**src/rtl/alu_request_scheduler_if.sv**
```systemverilog
// Requester, response and ALU handshake bundle for alu_request_scheduler.
// The scheduler connects through the slave modport; the fabric/ALU side uses master.
interface alu_request_scheduler_if #(
    parameter int unsigned NUM_REQ                = 4,
    parameter int unsigned OPERAND_BUS_WIDTH      = 8,
    parameter int unsigned OPERAND_MAX_DATA_WIDTH = 32,
    parameter int unsigned RESULT_BUS_WIDTH       = 16,
    parameter int unsigned RESULT_MAX_DATA_WIDTH  = 64
);
    localparam int unsigned IdW = $clog2(NUM_REQ);

    logic [NUM_REQ-1:0]                        req_valid;
    logic [3*NUM_REQ-1:0]                      req_op;
    logic [OPERAND_MAX_DATA_WIDTH*NUM_REQ-1:0] req_a;
    logic [OPERAND_MAX_DATA_WIDTH*NUM_REQ-1:0] req_b;
    logic [NUM_REQ-1:0]                        req_ready;

    logic                             rsp_valid;
    logic [IdW-1:0]                   rsp_id;
    logic [RESULT_MAX_DATA_WIDTH-1:0] rsp_data;
    logic                             rsp_err;
    logic                             rsp_ready;

    logic                         alu_operand_valid;
    logic                         alu_operand_last;
    logic [2:0]                   alu_op;
    logic [OPERAND_BUS_WIDTH-1:0] alu_a;
    logic [OPERAND_BUS_WIDTH-1:0] alu_b;
    logic                         alu_ready;
    logic                         alu_result_valid;
    logic                         alu_result_last;
    logic [RESULT_BUS_WIDTH-1:0]  alu_result;

    logic busy;

    modport slave (
        input  req_valid, req_op, req_a, req_b, rsp_ready,
        input  alu_ready, alu_result_valid, alu_result_last, alu_result,
        output req_ready, rsp_valid, rsp_id, rsp_data, rsp_err,
        output alu_operand_valid, alu_operand_last, alu_op, alu_a, alu_b, busy
    );

    modport master (
        output req_valid, req_op, req_a, req_b, rsp_ready,
        output alu_ready, alu_result_valid, alu_result_last, alu_result,
        input  req_ready, rsp_valid, rsp_id, rsp_data, rsp_err,
        input  alu_operand_valid, alu_operand_last, alu_op, alu_a, alu_b, busy
    );
endinterface

```
**src/rtl/alu_request_scheduler.sv**
```systemverilog
// Round-robin scheduler sharing one beat-serial ALU between NUM_REQ requesters.
// Optional result timeout with ALU abort is enabled by defining ALU_SCHED_TIMEOUT_EN.
module alu_request_scheduler #(
    parameter int unsigned NUM_REQ                = 4,
    parameter int unsigned OPERAND_BUS_WIDTH      = 8,
    parameter int unsigned OPERAND_MAX_DATA_WIDTH = 32,
    parameter int unsigned RESULT_BUS_WIDTH       = 16,
    parameter int unsigned RESULT_MAX_DATA_WIDTH  = 64,
    parameter int unsigned TIMEOUT_CYCLES         = 64
) (
    input logic                    clk,
    input logic                    rst,
    alu_request_scheduler_if.slave bus
);
    localparam int unsigned IdW         = $clog2(NUM_REQ);
    localparam int unsigned NumOpBeats  = OPERAND_MAX_DATA_WIDTH / OPERAND_BUS_WIDTH;
    localparam int unsigned NumResBeats = RESULT_MAX_DATA_WIDTH / RESULT_BUS_WIDTH;
    localparam int unsigned OpBeatW     = (NumOpBeats > 1) ? $clog2(NumOpBeats) : 1;
    localparam int unsigned ResBeatW    = (NumResBeats > 1) ? $clog2(NumResBeats) : 1;
    localparam logic [OpBeatW-1:0]  LastOpBeat  = OpBeatW'(NumOpBeats - 1);
    localparam logic [ResBeatW-1:0] LastResBeat = ResBeatW'(NumResBeats - 1);
    localparam logic [2:0] OpAbort = 3'b111;

    if (NUM_REQ < 2 || TIMEOUT_CYCLES == 0 ||
        OPERAND_MAX_DATA_WIDTH % OPERAND_BUS_WIDTH != 0 ||
        RESULT_MAX_DATA_WIDTH % RESULT_BUS_WIDTH != 0) begin : gen_param_check
        $fatal(1, "alu_request_scheduler: unsupported parameterisation");
    end

    typedef enum logic [2:0] {
        StIdle,
        StSend,
        StCollect,
        StResp
`ifdef ALU_SCHED_TIMEOUT_EN
        , StAbort
`endif
    } state_e;

    state_e                            state_q, state_d;
    logic [IdW-1:0]                    last_grant_q, last_grant_d;
    logic [IdW-1:0]                    id_q, id_d;
    logic [2:0]                        op_q, op_d;
    logic [OPERAND_MAX_DATA_WIDTH-1:0] a_q, a_d;
    logic [OPERAND_MAX_DATA_WIDTH-1:0] b_q, b_d;
    logic [OpBeatW-1:0]                op_beat_q, op_beat_d;
    logic [ResBeatW-1:0]               res_beat_q, res_beat_d;
    logic [RESULT_MAX_DATA_WIDTH-1:0]  res_q, res_d;
    logic                              err_q, err_d;
`ifdef ALU_SCHED_TIMEOUT_EN
    localparam int unsigned TimerW = $clog2(TIMEOUT_CYCLES + 1);
    logic [TimerW-1:0] timer_q, timer_d;
`endif

    logic                             grant_found;
    logic [IdW-1:0]                   grant_idx;
    logic [IdW-1:0]                   cand;
    logic [2:0]                       op_sel;
    logic                             op_legal;

    logic [NUM_REQ-1:0]               req_ready_c;
    logic                             rsp_valid_c;
    logic [IdW-1:0]                   rsp_id_c;
    logic [RESULT_MAX_DATA_WIDTH-1:0] rsp_data_c;
    logic                             rsp_err_c;
    logic                             alu_valid_c;
    logic                             alu_last_c;
    logic [2:0]                       alu_op_c;
    logic [OPERAND_BUS_WIDTH-1:0]     alu_a_c;
    logic [OPERAND_BUS_WIDTH-1:0]     alu_b_c;
    logic                             busy_c;

    // First valid requester after last_grant, in modulo order.
    always_comb begin
        grant_found = 1'b0;
        grant_idx   = '0;
        cand        = '0;
        for (int unsigned off = 1; off <= NUM_REQ; off++) begin
            cand = IdW'((32'(last_grant_q) + off) % NUM_REQ);
            if (!grant_found && bus.req_valid[cand]) begin
                grant_found = 1'b1;
                grant_idx   = cand;
            end
        end
        op_sel   = bus.req_op[grant_idx*3 +: 3];
        op_legal = op_sel inside {3'b001, 3'b010, 3'b011, 3'b100};
    end

    always_comb begin
        state_d      = state_q;
        last_grant_d = last_grant_q;
        id_d         = id_q;
        op_d         = op_q;
        a_d          = a_q;
        b_d          = b_q;
        op_beat_d    = op_beat_q;
        res_beat_d   = res_beat_q;
        res_d        = res_q;
        err_d        = err_q;
`ifdef ALU_SCHED_TIMEOUT_EN
        timer_d      = timer_q;
`endif
        req_ready_c  = '0;
        rsp_valid_c  = 1'b0;
        rsp_id_c     = '0;
        rsp_data_c   = '0;
        rsp_err_c    = 1'b0;
        alu_valid_c  = 1'b0;
        alu_last_c   = 1'b0;
        alu_op_c     = '0;
        alu_a_c      = '0;
        alu_b_c      = '0;
        busy_c       = (state_q != StIdle);

        unique case (state_q)
            StIdle: begin
                if (grant_found) begin
                    req_ready_c[grant_idx] = 1'b1;
                    id_d         = grant_idx;
                    last_grant_d = grant_idx;
                    op_d         = op_sel;
                    a_d          = bus.req_a[grant_idx*OPERAND_MAX_DATA_WIDTH +: OPERAND_MAX_DATA_WIDTH];
                    b_d          = bus.req_b[grant_idx*OPERAND_MAX_DATA_WIDTH +: OPERAND_MAX_DATA_WIDTH];
                    res_d        = '0;
                    op_beat_d    = '0;
                    res_beat_d   = '0;
                    err_d        = !op_legal;
                    state_d      = op_legal ? StSend : StResp;
                end
            end
            StSend: begin
                alu_valid_c = bus.alu_ready;
                alu_last_c  = (op_beat_q == LastOpBeat);
                alu_op_c    = op_q;
                alu_a_c     = a_q[op_beat_q*OPERAND_BUS_WIDTH +: OPERAND_BUS_WIDTH];
                alu_b_c     = b_q[op_beat_q*OPERAND_BUS_WIDTH +: OPERAND_BUS_WIDTH];
                if (bus.alu_ready) begin
                    if (op_beat_q == LastOpBeat) begin
                        state_d = StCollect;
`ifdef ALU_SCHED_TIMEOUT_EN
                        timer_d = '0;
`endif
                    end else begin
                        op_beat_d = op_beat_q + 1'b1;
                    end
                end
            end
            StCollect: begin
                if (bus.alu_result_valid) begin
                    res_d[res_beat_q*RESULT_BUS_WIDTH +: RESULT_BUS_WIDTH] = bus.alu_result;
                    if (res_beat_q != LastResBeat) begin
                        res_beat_d = res_beat_q + 1'b1;
                    end
                    if (bus.alu_result_last) begin
                        state_d = StResp;
                    end
`ifdef ALU_SCHED_TIMEOUT_EN
                    timer_d = '0;
                // A last beat arriving on the expiry cycle is taken above, so it wins.
                end else if (timer_q == TimerW'(TIMEOUT_CYCLES - 1)) begin
                    state_d = StAbort;
                end else begin
                    timer_d = timer_q + 1'b1;
`endif
                end
            end
            StResp: begin
                rsp_valid_c = 1'b1;
                rsp_id_c    = id_q;
                rsp_data_c  = res_q;
                rsp_err_c   = err_q;
                if (bus.rsp_ready) begin
                    state_d = StIdle;
                end
            end
`ifdef ALU_SCHED_TIMEOUT_EN
            StAbort: begin
                // Opcode 111 tells the ALU to drop whatever it was working on.
                alu_valid_c = 1'b1;
                alu_op_c    = OpAbort;
                res_d       = '0;
                err_d       = 1'b1;
                state_d     = StResp;
            end
`endif
            default: state_d = StIdle;
        endcase

        // Outputs are quiet in the reset cycle, so no grant or ALU beat escapes.
        if (rst) begin
            req_ready_c = '0;
            rsp_valid_c = 1'b0;
            rsp_id_c    = '0;
            rsp_data_c  = '0;
            rsp_err_c   = 1'b0;
            alu_valid_c = 1'b0;
            alu_last_c  = 1'b0;
            alu_op_c    = '0;
            alu_a_c     = '0;
            alu_b_c     = '0;
            busy_c      = 1'b0;
        end
    end

    always_ff @(posedge clk) begin
        if (rst) begin
            state_q      <= StIdle;
            last_grant_q <= IdW'(NUM_REQ - 1);
            id_q         <= '0;
            op_q         <= '0;
            a_q          <= '0;
            b_q          <= '0;
            op_beat_q    <= '0;
            res_beat_q   <= '0;
            res_q        <= '0;
            err_q        <= 1'b0;
`ifdef ALU_SCHED_TIMEOUT_EN
            timer_q      <= '0;
`endif
        end else begin
            state_q      <= state_d;
            last_grant_q <= last_grant_d;
            id_q         <= id_d;
            op_q         <= op_d;
            a_q          <= a_d;
            b_q          <= b_d;
            op_beat_q    <= op_beat_d;
            res_beat_q   <= res_beat_d;
            res_q        <= res_d;
            err_q        <= err_d;
`ifdef ALU_SCHED_TIMEOUT_EN
            timer_q      <= timer_d;
`endif
        end
    end

    assign bus.req_ready         = req_ready_c;
    assign bus.rsp_valid         = rsp_valid_c;
    assign bus.rsp_id            = rsp_id_c;
    assign bus.rsp_data          = rsp_data_c;
    assign bus.rsp_err           = rsp_err_c;
    assign bus.alu_operand_valid = alu_valid_c;
    assign bus.alu_operand_last  = alu_last_c;
    assign bus.alu_op            = alu_op_c;
    assign bus.alu_a             = alu_a_c;
    assign bus.alu_b             = alu_b_c;
    assign bus.busy              = busy_c;
endmodule

```
**src/flat_wrapper.sv**
```systemverilog
// flat-port wrapper written by rule: the top's interface ports become plain ports
module alu_request_scheduler_flat 
#(
    parameter int unsigned NUM_REQ                = 4,
    parameter int unsigned OPERAND_BUS_WIDTH      = 8,
    parameter int unsigned OPERAND_MAX_DATA_WIDTH = 32,
    parameter int unsigned RESULT_BUS_WIDTH       = 16,
    parameter int unsigned RESULT_MAX_DATA_WIDTH  = 64,
    parameter int unsigned TIMEOUT_CYCLES         = 64
)
  (clk, rst, bus_req_valid, bus_req_op, bus_req_a, bus_req_b, bus_rsp_ready, bus_alu_ready, bus_alu_result_valid, bus_alu_result_last, bus_alu_result, bus_req_ready, bus_rsp_valid, bus_rsp_id, bus_rsp_data, bus_rsp_err, bus_alu_operand_valid, bus_alu_operand_last, bus_alu_op, bus_alu_a, bus_alu_b, bus_busy);
  alu_request_scheduler_if #(.NUM_REQ(NUM_REQ), .OPERAND_BUS_WIDTH(OPERAND_BUS_WIDTH), .OPERAND_MAX_DATA_WIDTH(OPERAND_MAX_DATA_WIDTH), .RESULT_BUS_WIDTH(RESULT_BUS_WIDTH), .RESULT_MAX_DATA_WIDTH(RESULT_MAX_DATA_WIDTH)) bus_i ();
  input logic clk;
  input logic rst;
  input wire logic [$bits(bus_i.req_valid)-1:0] bus_req_valid;
  input wire logic [$bits(bus_i.req_op)-1:0] bus_req_op;
  input wire logic [$bits(bus_i.req_a)-1:0] bus_req_a;
  input wire logic [$bits(bus_i.req_b)-1:0] bus_req_b;
  input wire logic [$bits(bus_i.rsp_ready)-1:0] bus_rsp_ready;
  input wire logic [$bits(bus_i.alu_ready)-1:0] bus_alu_ready;
  input wire logic [$bits(bus_i.alu_result_valid)-1:0] bus_alu_result_valid;
  input wire logic [$bits(bus_i.alu_result_last)-1:0] bus_alu_result_last;
  input wire logic [$bits(bus_i.alu_result)-1:0] bus_alu_result;
  output wire logic [$bits(bus_i.req_ready)-1:0] bus_req_ready;
  output wire logic [$bits(bus_i.rsp_valid)-1:0] bus_rsp_valid;
  output wire logic [$bits(bus_i.rsp_id)-1:0] bus_rsp_id;
  output wire logic [$bits(bus_i.rsp_data)-1:0] bus_rsp_data;
  output wire logic [$bits(bus_i.rsp_err)-1:0] bus_rsp_err;
  output wire logic [$bits(bus_i.alu_operand_valid)-1:0] bus_alu_operand_valid;
  output wire logic [$bits(bus_i.alu_operand_last)-1:0] bus_alu_operand_last;
  output wire logic [$bits(bus_i.alu_op)-1:0] bus_alu_op;
  output wire logic [$bits(bus_i.alu_a)-1:0] bus_alu_a;
  output wire logic [$bits(bus_i.alu_b)-1:0] bus_alu_b;
  output wire logic [$bits(bus_i.busy)-1:0] bus_busy;
  assign bus_i.req_valid = bus_req_valid;
  assign bus_i.req_op = bus_req_op;
  assign bus_i.req_a = bus_req_a;
  assign bus_i.req_b = bus_req_b;
  assign bus_i.rsp_ready = bus_rsp_ready;
  assign bus_i.alu_ready = bus_alu_ready;
  assign bus_i.alu_result_valid = bus_alu_result_valid;
  assign bus_i.alu_result_last = bus_alu_result_last;
  assign bus_i.alu_result = bus_alu_result;
  assign bus_req_ready = bus_i.req_ready;
  assign bus_rsp_valid = bus_i.rsp_valid;
  assign bus_rsp_id = bus_i.rsp_id;
  assign bus_rsp_data = bus_i.rsp_data;
  assign bus_rsp_err = bus_i.rsp_err;
  assign bus_alu_operand_valid = bus_i.alu_operand_valid;
  assign bus_alu_operand_last = bus_i.alu_operand_last;
  assign bus_alu_op = bus_i.alu_op;
  assign bus_alu_a = bus_i.alu_a;
  assign bus_alu_b = bus_i.alu_b;
  assign bus_busy = bus_i.busy;
  alu_request_scheduler #(.NUM_REQ(NUM_REQ), .OPERAND_BUS_WIDTH(OPERAND_BUS_WIDTH), .OPERAND_MAX_DATA_WIDTH(OPERAND_MAX_DATA_WIDTH), .RESULT_BUS_WIDTH(RESULT_BUS_WIDTH), .RESULT_MAX_DATA_WIDTH(RESULT_MAX_DATA_WIDTH), .TIMEOUT_CYCLES(TIMEOUT_CYCLES)) u_core (.clk(clk), .rst(rst), .bus(bus_i));
endmodule
```
**config.mk**
```make
export PLATFORM = sky130hd
export DESIGN_NAME = alu_request_scheduler_flat
export DESIGN_NICKNAME = d
export VERILOG_FILES = /design/src/rtl/alu_request_scheduler_if.sv /design/src/rtl/alu_request_scheduler.sv /design/src/flat_wrapper.sv
export SDC_FILE = /design/constraint.sdc
export NUM_CORES = 1
export LEC_CHECK = 0
export ABC_AREA = 1
export BUFFER_PORTS_ARGS = -buffer_cell sky130_fd_sc_hd__buf_2
export CORE_MARGIN = 4
export CORE_UTILIZATION = 40
export DETAILED_ROUTE_END_ITERATION = 6
export PLACE_DENSITY = 0.72
export SLEW_MARGIN = 20
export SYNTH_ARGS = -nofsm -noshare
export SYNTH_HDL_FRONTEND = slang
export SYNTH_SLANG_ARGS = --single-unit
```
**constraint.sdc**
```tcl
create_clock -name clk -period 2.25 [get_ports clk]
set_input_delay 0.45 -clock clk [delete_from_list [all_inputs] [get_ports clk]]
set_output_delay 0.45 -clock clk [all_outputs]
set_load 0.05 [all_outputs]
```
# Yosys cells after proc, flatten, opt, wreduce, memory -nomap -nowiden
# Index checks and enable logic that the tools add are counted.
word_totals:
  inputBits: 294
  out_inout_bits: 94
  word_cells: 125
  regBits: 143
classes:
  eq_ne: 17
  magnitude_cmp: 6
  reduce_logical: 18
  shift: 7
  n_addsub: 7
  muxes: 59
  n_mul: 1
ops:
  columns: ["op", "n"]
  rows:
  - ["2-to-1 mux 64 bit", 4]
  - ["variable part select 128 x 8 -> 32 bit", 2]
  - ["one-hot mux 64 bit (2 select lines)", 1]
  - ["bitwise mux 64 bit", 1]
  - ["variable shift 16 x 34 -> 64 bit (first input constant)", 1]
  - ["variable part select 16 x 34 -> 64 bit", 1]
  - ["variable part select 32 x 6 -> 8 bit", 2]
  - ["negator 6 -> 34 bit", 1]
  - ["2-to-1 mux 8 bit", 4]
  - ["2-to-1 mux 2 bit", 12]
  - ["2-to-1 mux 3 bit", 8]
  - ["2-to-1 mux 1 bit", 18]
  - ["< comparator 2 x 3 -> 1 bit (second input constant)", 5]
  - ["equality test 3 x 2 -> 1 bit (second input constant)", 4]
  - ["2-to-1 mux 4 bit", 3]
  - ["inequality test 2 bit (second input constant)", 6]
  - ["one-hot mux 3 bit (4 select lines)", 1]
  - ["variable part select 12 x 5 -> 3 bit", 1]
  - ["adder 2 x 1 -> 2 bit (second input constant)", 4]
  - ["binary-select mux 1 bit (select 2 bit)", 4]
  - ["one-hot mux 2 bit (2 select lines)", 2]
  - ["AND reduction 4 bit", 2]
  - ["equality test 3 x 1 -> 1 bit (second input constant)", 2]
  - ["inequality test 2 x 1 -> 1 bit (second input constant)", 3]
  - ["other kinds (15)", 23]

# Longest topological paths before layout
logic_depth:
  depth_word: 20
  depth_mapped: 21
  mapped_depth_nobuf: 20

# Worst setup path after synthesis
# OpenSTA, ideal clock, no wires.
synth_path:
  kind: "input port to output port"
  start: "input rst"
  end: "output bus_rsp_data[20]"
  required_ns: 1.800
  path_buffers: 2
  cell_stages: 5
  slack_ns: -0.620
  t_arrival_ns: 2.420
  cell_sequence: "clkbuf_1 nor2_1 inv_2 buf_1 nor2_1"
synth_via:
  elab_chain_len: 1
synth_lines:
  columns: ["element", "line_no", "source"]
  rows:
  - ["start: declaration", "flat_wrapper.sv:14", "input logic rst;"]
  - ["2-to-1 mux 64 bit", "alu_request_scheduler.sv:190", "if (rst) begin"]
  - ["end: declaration", "flat_wrapper.sv:27", "output wire logic [$bits(bus_i.rsp_data)-1:0] bus_rsp_data;"]
# Every way passes these cells.

# Worst setup path after layout
layout_path:
  start: "register u_core.last_grant_q[0]"
  end: "output bus_req_ready[0]"
layout_via:
  elab_chain_len: 20
  word_cells_on_any_way: 34
  classes_between: "4 x add/sub; 2 x order compare; 21 x mux; 7 x reduce/logical"
layout_lines:
  columns: ["element", "line_no", "source"]
  rows:
  - ["start: declaration", "alu_request_scheduler.sv:41", "logic [IdW-1:0] last_grant_q, last_grant_d;"]
  - ["start signal: assignment", "alu_request_scheduler.sv:208", "last_grant_q <= IdW'(NUM_REQ - 1);"]
  - ["start signal: assignment", "alu_request_scheduler.sv:222", "last_grant_q <= last_grant_d;"]
  - ["adder 2 x 1 -> 2 bit", "alu_request_scheduler.sv:79", "cand = IdW'((32'(last_grant_q) + off) % NUM_REQ);"]
  - ["binary-select mux 1 bit (select 2 bit)", "alu_request_scheduler.sv:80", "if (!grant_found && bus.req_valid[cand]) begin"]
  - ["2-to-1 mux 1 bit (not written as such)", "alu_request_scheduler.sv:80", null]
  - ["2-to-1 mux 1 bit", "alu_request_scheduler.sv:80", null]
  - ["zero test 1 bit", "alu_request_scheduler.sv:80", null]
  - ["logical AND 1 bit", "alu_request_scheduler.sv:80", null]
  - ["2-to-1 mux 1 bit", "alu_request_scheduler.sv:80", null]
  - ["zero test 1 bit", "alu_request_scheduler.sv:80", null]
  - ["[4 not listed]", null, null]
  - ["2-to-1 mux 2 bit", "alu_request_scheduler.sv:80", null]
  - ["< comparator 2 x 3 -> 1 bit (not written as such) or greater-or-equal comparator 2 x 1 -> 1 bit (tied branches)", "alu_request_scheduler.sv:118", "req_ready_c[grant_idx] = 1'b1;"]
  - ["logical AND 1 bit (not written as such)", "alu_request_scheduler.sv:118", null]
  - ["2-to-1 mux 1 bit (not written as such)", "alu_request_scheduler.sv:118", null]
  - ["demux 1 bit (select 2 bit)", null, null]
  - ["2-to-1 mux 4 bit (*)", "alu_request_scheduler.sv:117", "if (grant_found) begin"]
  - ["2-to-1 mux 4 bit (*)", "alu_request_scheduler.sv:115", "unique case (state_q)"]
  - ["2-to-1 mux 4 bit (*)", "alu_request_scheduler.sv:190", null]
  - ["end: declaration", "flat_wrapper.sv:24", "output wire logic [$bits(bus_i.req_ready)-1:0] bus_req_ready;"]
# Every way passes the cells marked *; elsewhere a longest branch is shown, timed or not. The select of a mux whose other input is x is not followed.

==> flow_summary.ini <==
[timing]
fin_crit_ps = 2520
max_slew.worst_pin.slew_ps = 507
setup_viol = 61
max_freq_ghz = 0.397
hold_violations = 0
slew_headroom_pct = 66.2
slew_violations = 0
clock_skew_ps = 7.80
rsz0062_at_grt = yes
worst_slack_ps = -272
fin_crit_sh_pct = 112

[critical_path]
crit_path_max_fanout = 7
cp_cell_sequence = inv_8 > nand2_2 > nand2_4 > nand2_2 > nand2_2 > inv_2 > nand3_4 > nand2_4 > nor2_4 > inv_2 > nor2_4 > inv_4 > nor2_4 > buf_6
worstPathRequired_ps = 1800
reg2reg_to = u_core.state_q[1]
critPathSlowestCell = dfxtp_4
path_depth = 14
timing.critical_path.buf_inv = 5
critical_path_arrival_ps = 2070
critPathLaunch = u_core.last_grant_q[0]
start_kind = flip-flop
crit_family = simple AND/OR/NAND/NOR gates
rr_worst_depth = 22
cp_slowest_stage_delay_ps = 390
r2r_slack_ps = -70
path_class = reg -> out
critPathCapture = bus_req_ready[0]
end_kind = output pin
rr_startpoint = u_core.last_grant_q[0]

[pwr]
max-vdd-ir-drop_uv = 761
p_leak_nw = 6.31
p_per_area_nw_per_um2 = 1510

[layout]
area_delta_synth_final_pct = 62.9
nFillCells = 1776
final_area_um2 = 14100
finalNonFillerCells = 2049
seqCellArea_um2 = 2860
multiInputGateArea_um2 = 5440
drive_gt1_share_pct = 40.6
nets = 2065

[logic_synthesis]
synth_compound_area_share_pct = 26.6
synth_largest_area_cell = dfxtp_1
netlist.area_leader.share_pct = 32.8
syn_area_per_cell_um2 = 6.51
synth-simple-area-share_pct = 24.3
synth_flop_cell = dfxtp_1
synth_top_family_by_area = compound AO/OA/AOI/OAI gates
synth_edf_count = 0
ys_top_cells_by_area = dfxtp_1 (33%), nand2_1 (11%), inv_1 (8.7%), nand3_1 (6.6%), a21oi_1 (6.2%)
synthCells = 1332
yosysMostFrequentCell = nand2_1
synth_seq_cells = 142
synth_xor_area_share_pct = 0
synth_commonest_cells = nand2_1 (255), inv_1 (202), dfxtp_1 (142), nand3_1 (114), a21oi_1 (107)
ys_seq_area_share_pct = 32.8
muxShareOfSynthArea_pct = 0
syn_area_um2 = 8680
yosysWarnings = 0
ys_types = 36
synth-adder-area-share_pct = 1.44
async_reset_ff_share_pct = 0
syn-num-nets = 1636

[drt]
routed_wl_mm = 38.0
drtIter0Drc = 1001
detail-route-antenna-nets = 0
firstDrtPassIters = 5
vias = 11000
via_per_inst = 5.36
drc = 0
post_drt_wl_per_cell_um = 18.6

[cts]
root_buffer = clkbuf_16
cts.reportedPaths.clkPinSlew_ps = 60
cts_htree_levels = 4
cts_sinks = 142
clk_latency_ps = 420
clock_path_buffers = 2
cts_buffers = 17
cts_tree = yes

[global_routing]
gr-usage-all-layers_pct = 28.7
antenna_found_initial = 3
grt.overflow.total = 0
grt_max_degree = 62
first_global_vias = 10200
grt_pass1_wl_mm = 55.0

[min_path]
min_path_type = in -> reg

[placed_design]
dpl_cell_area_um2 = 11600
gp_congestion = 0.943
port_buffers = 387
placedCellCount = 1969
dp_hpwl_mm = 26.5

[floorplanning]
ioPinCount = 388
start_util_pct = 41.0
dieArea_um2 = 24100
core_region_area_um2 = 21200
dieWidth_um = 155
rows = 53
die_h_um = 155

[outcome]
outcome = finished, violations left
violations = negative setup slack

[job]
max_cap_violations = 0
-- worst reg2reg max path, cell delays in order, from the launching register on --
cell	delay [ps]
dfxtp_4	430
inv_8	70
nand2_2	80
nand2_4	60
nand2_2	70
nand2_2	80
inv_2	70
nand2_2	70
nor2_4	110
nand2_4	80
buf_4	140
buf_4	120
buf_4	140
nand3_1	80
nand3_1	100
nand2_2	100
nand2_1	50
nand2_1	70
nand2_2	70
nand2_1	60
nand2_1	40
nand2_1	50
a21oi_1	50
-- how the worst min path moves through the flow --
stage                             endpoint                from  cells after the start  slack [ps]
after CTS                 u_core.res_q[31]  bus_alu_result[15]                      3         340
after global placement       u_core.b_q[2]       u_core.b_q[2]                      1         440
after global routing      u_core.res_q[14]  bus_alu_result[14]                      3         370
final                     u_core.res_q[31]  bus_alu_result[15]                      3         360
after detailed placement     u_core.b_q[6]       u_core.b_q[6]                      1         450
after floorplan              u_core.a_q[0]       u_core.a_q[0]                      1         430
-- repair_timing --
action | CTS | global route
endpoints found under the setup margin | 87 | 166
hold buffers | 0 | 0
setup buffers | 26 | 9
gates cloned | 7 | 9
pin swaps | 29 | 35
resized for setup | 256 | 112
-- routing by layer --
layer / up-vias / track usage [%] / share of wire (%)
met5: - / 0 / 0.034
met4: 2 / 9.25 / 3.1
met3: 93 / 5.79 / 7.6
met2: 536 / 46.4 / 47
met1: 5037 / 38.5 / 43
li1: 5309 / - / -
-- logic make-up after synthesis --
family,after synthesis
DFF,142
buffers and inverters,312
adders and majority gates,10
AOI/OAI and AO/OA,368
and+or+nand+nor,500
-- where the power goes --
part           switching (W)  leakage [nW]  internal [W]
registers           0.000343          1.17       0.00335
logic                0.00867          4.84       0.00600
clock network        0.00109         0.296       0.00183
-- cells in the final DEF, fill, tap and decap left out, drive strengths merged --
master	Yosys	layout
o21ai	108	108
clkbuf	44	33
a22oi	1	1
diode	0	2
nand4	6	6
inv	211	216
a211oi	35	35
dfxtp	142	142
o211ai	64	64
a31oi	15	15
clkinvlp	0	1
nand2	259	259
a32o	32	32
bufinv	0	3
ha	10	10
nor4	1	1
nor3	13	13
nor2	106	106
nand3	115	115
o22ai	5	5
buf	53	493
clkinv	4	6
a21oi	108	108
-- area by class of cell --
type	instances	area share [%]
Multi-Input combinational cell	878	38.5
Clock inverter	9	0.947
Timing Repair inverter	2	0.221
Sequential cell	142	20.2
Timing Repair Buffer	505	28.3
Antenna cell	2	0.0354
Inverter	215	6.06
Clock buffer	21	3.33
Tap cell	275	2.43
-- through the flow --
stage	utilization (%)	setup TNS (ps)	power, W	setup slack [ps]	hold WS, ps
6_report	66.8	-3470	0.0213	-272	363
5_1_grt	66.8	-10910	0.0226	-373	370
4_1_cts	64.0	-3150	0.0194	-266	343
3_5_place_dp	55.0	-1870	0.0155	-111	450
3_3_place_gp	55.0	-609	0.0153	-87.4	441
2_1_floorplan	-	-4560	0.0120	-119	434
-- sequential cells by signal (all words and copies together), names as in the netlist --
signal / cells
u_core.res_q: 64
u_core.a_q: 32
u_core.b_q: 32
u_core.op_q: 3
u_core.id_q: 2
u_core.last_grant_q: 2
u_core.op_beat_q: 2
u_core.res_beat_q: 2
u_core.state_q: 2
u_core.err_q: 1
No activity file was read; power rests on OpenSTA's default activity.
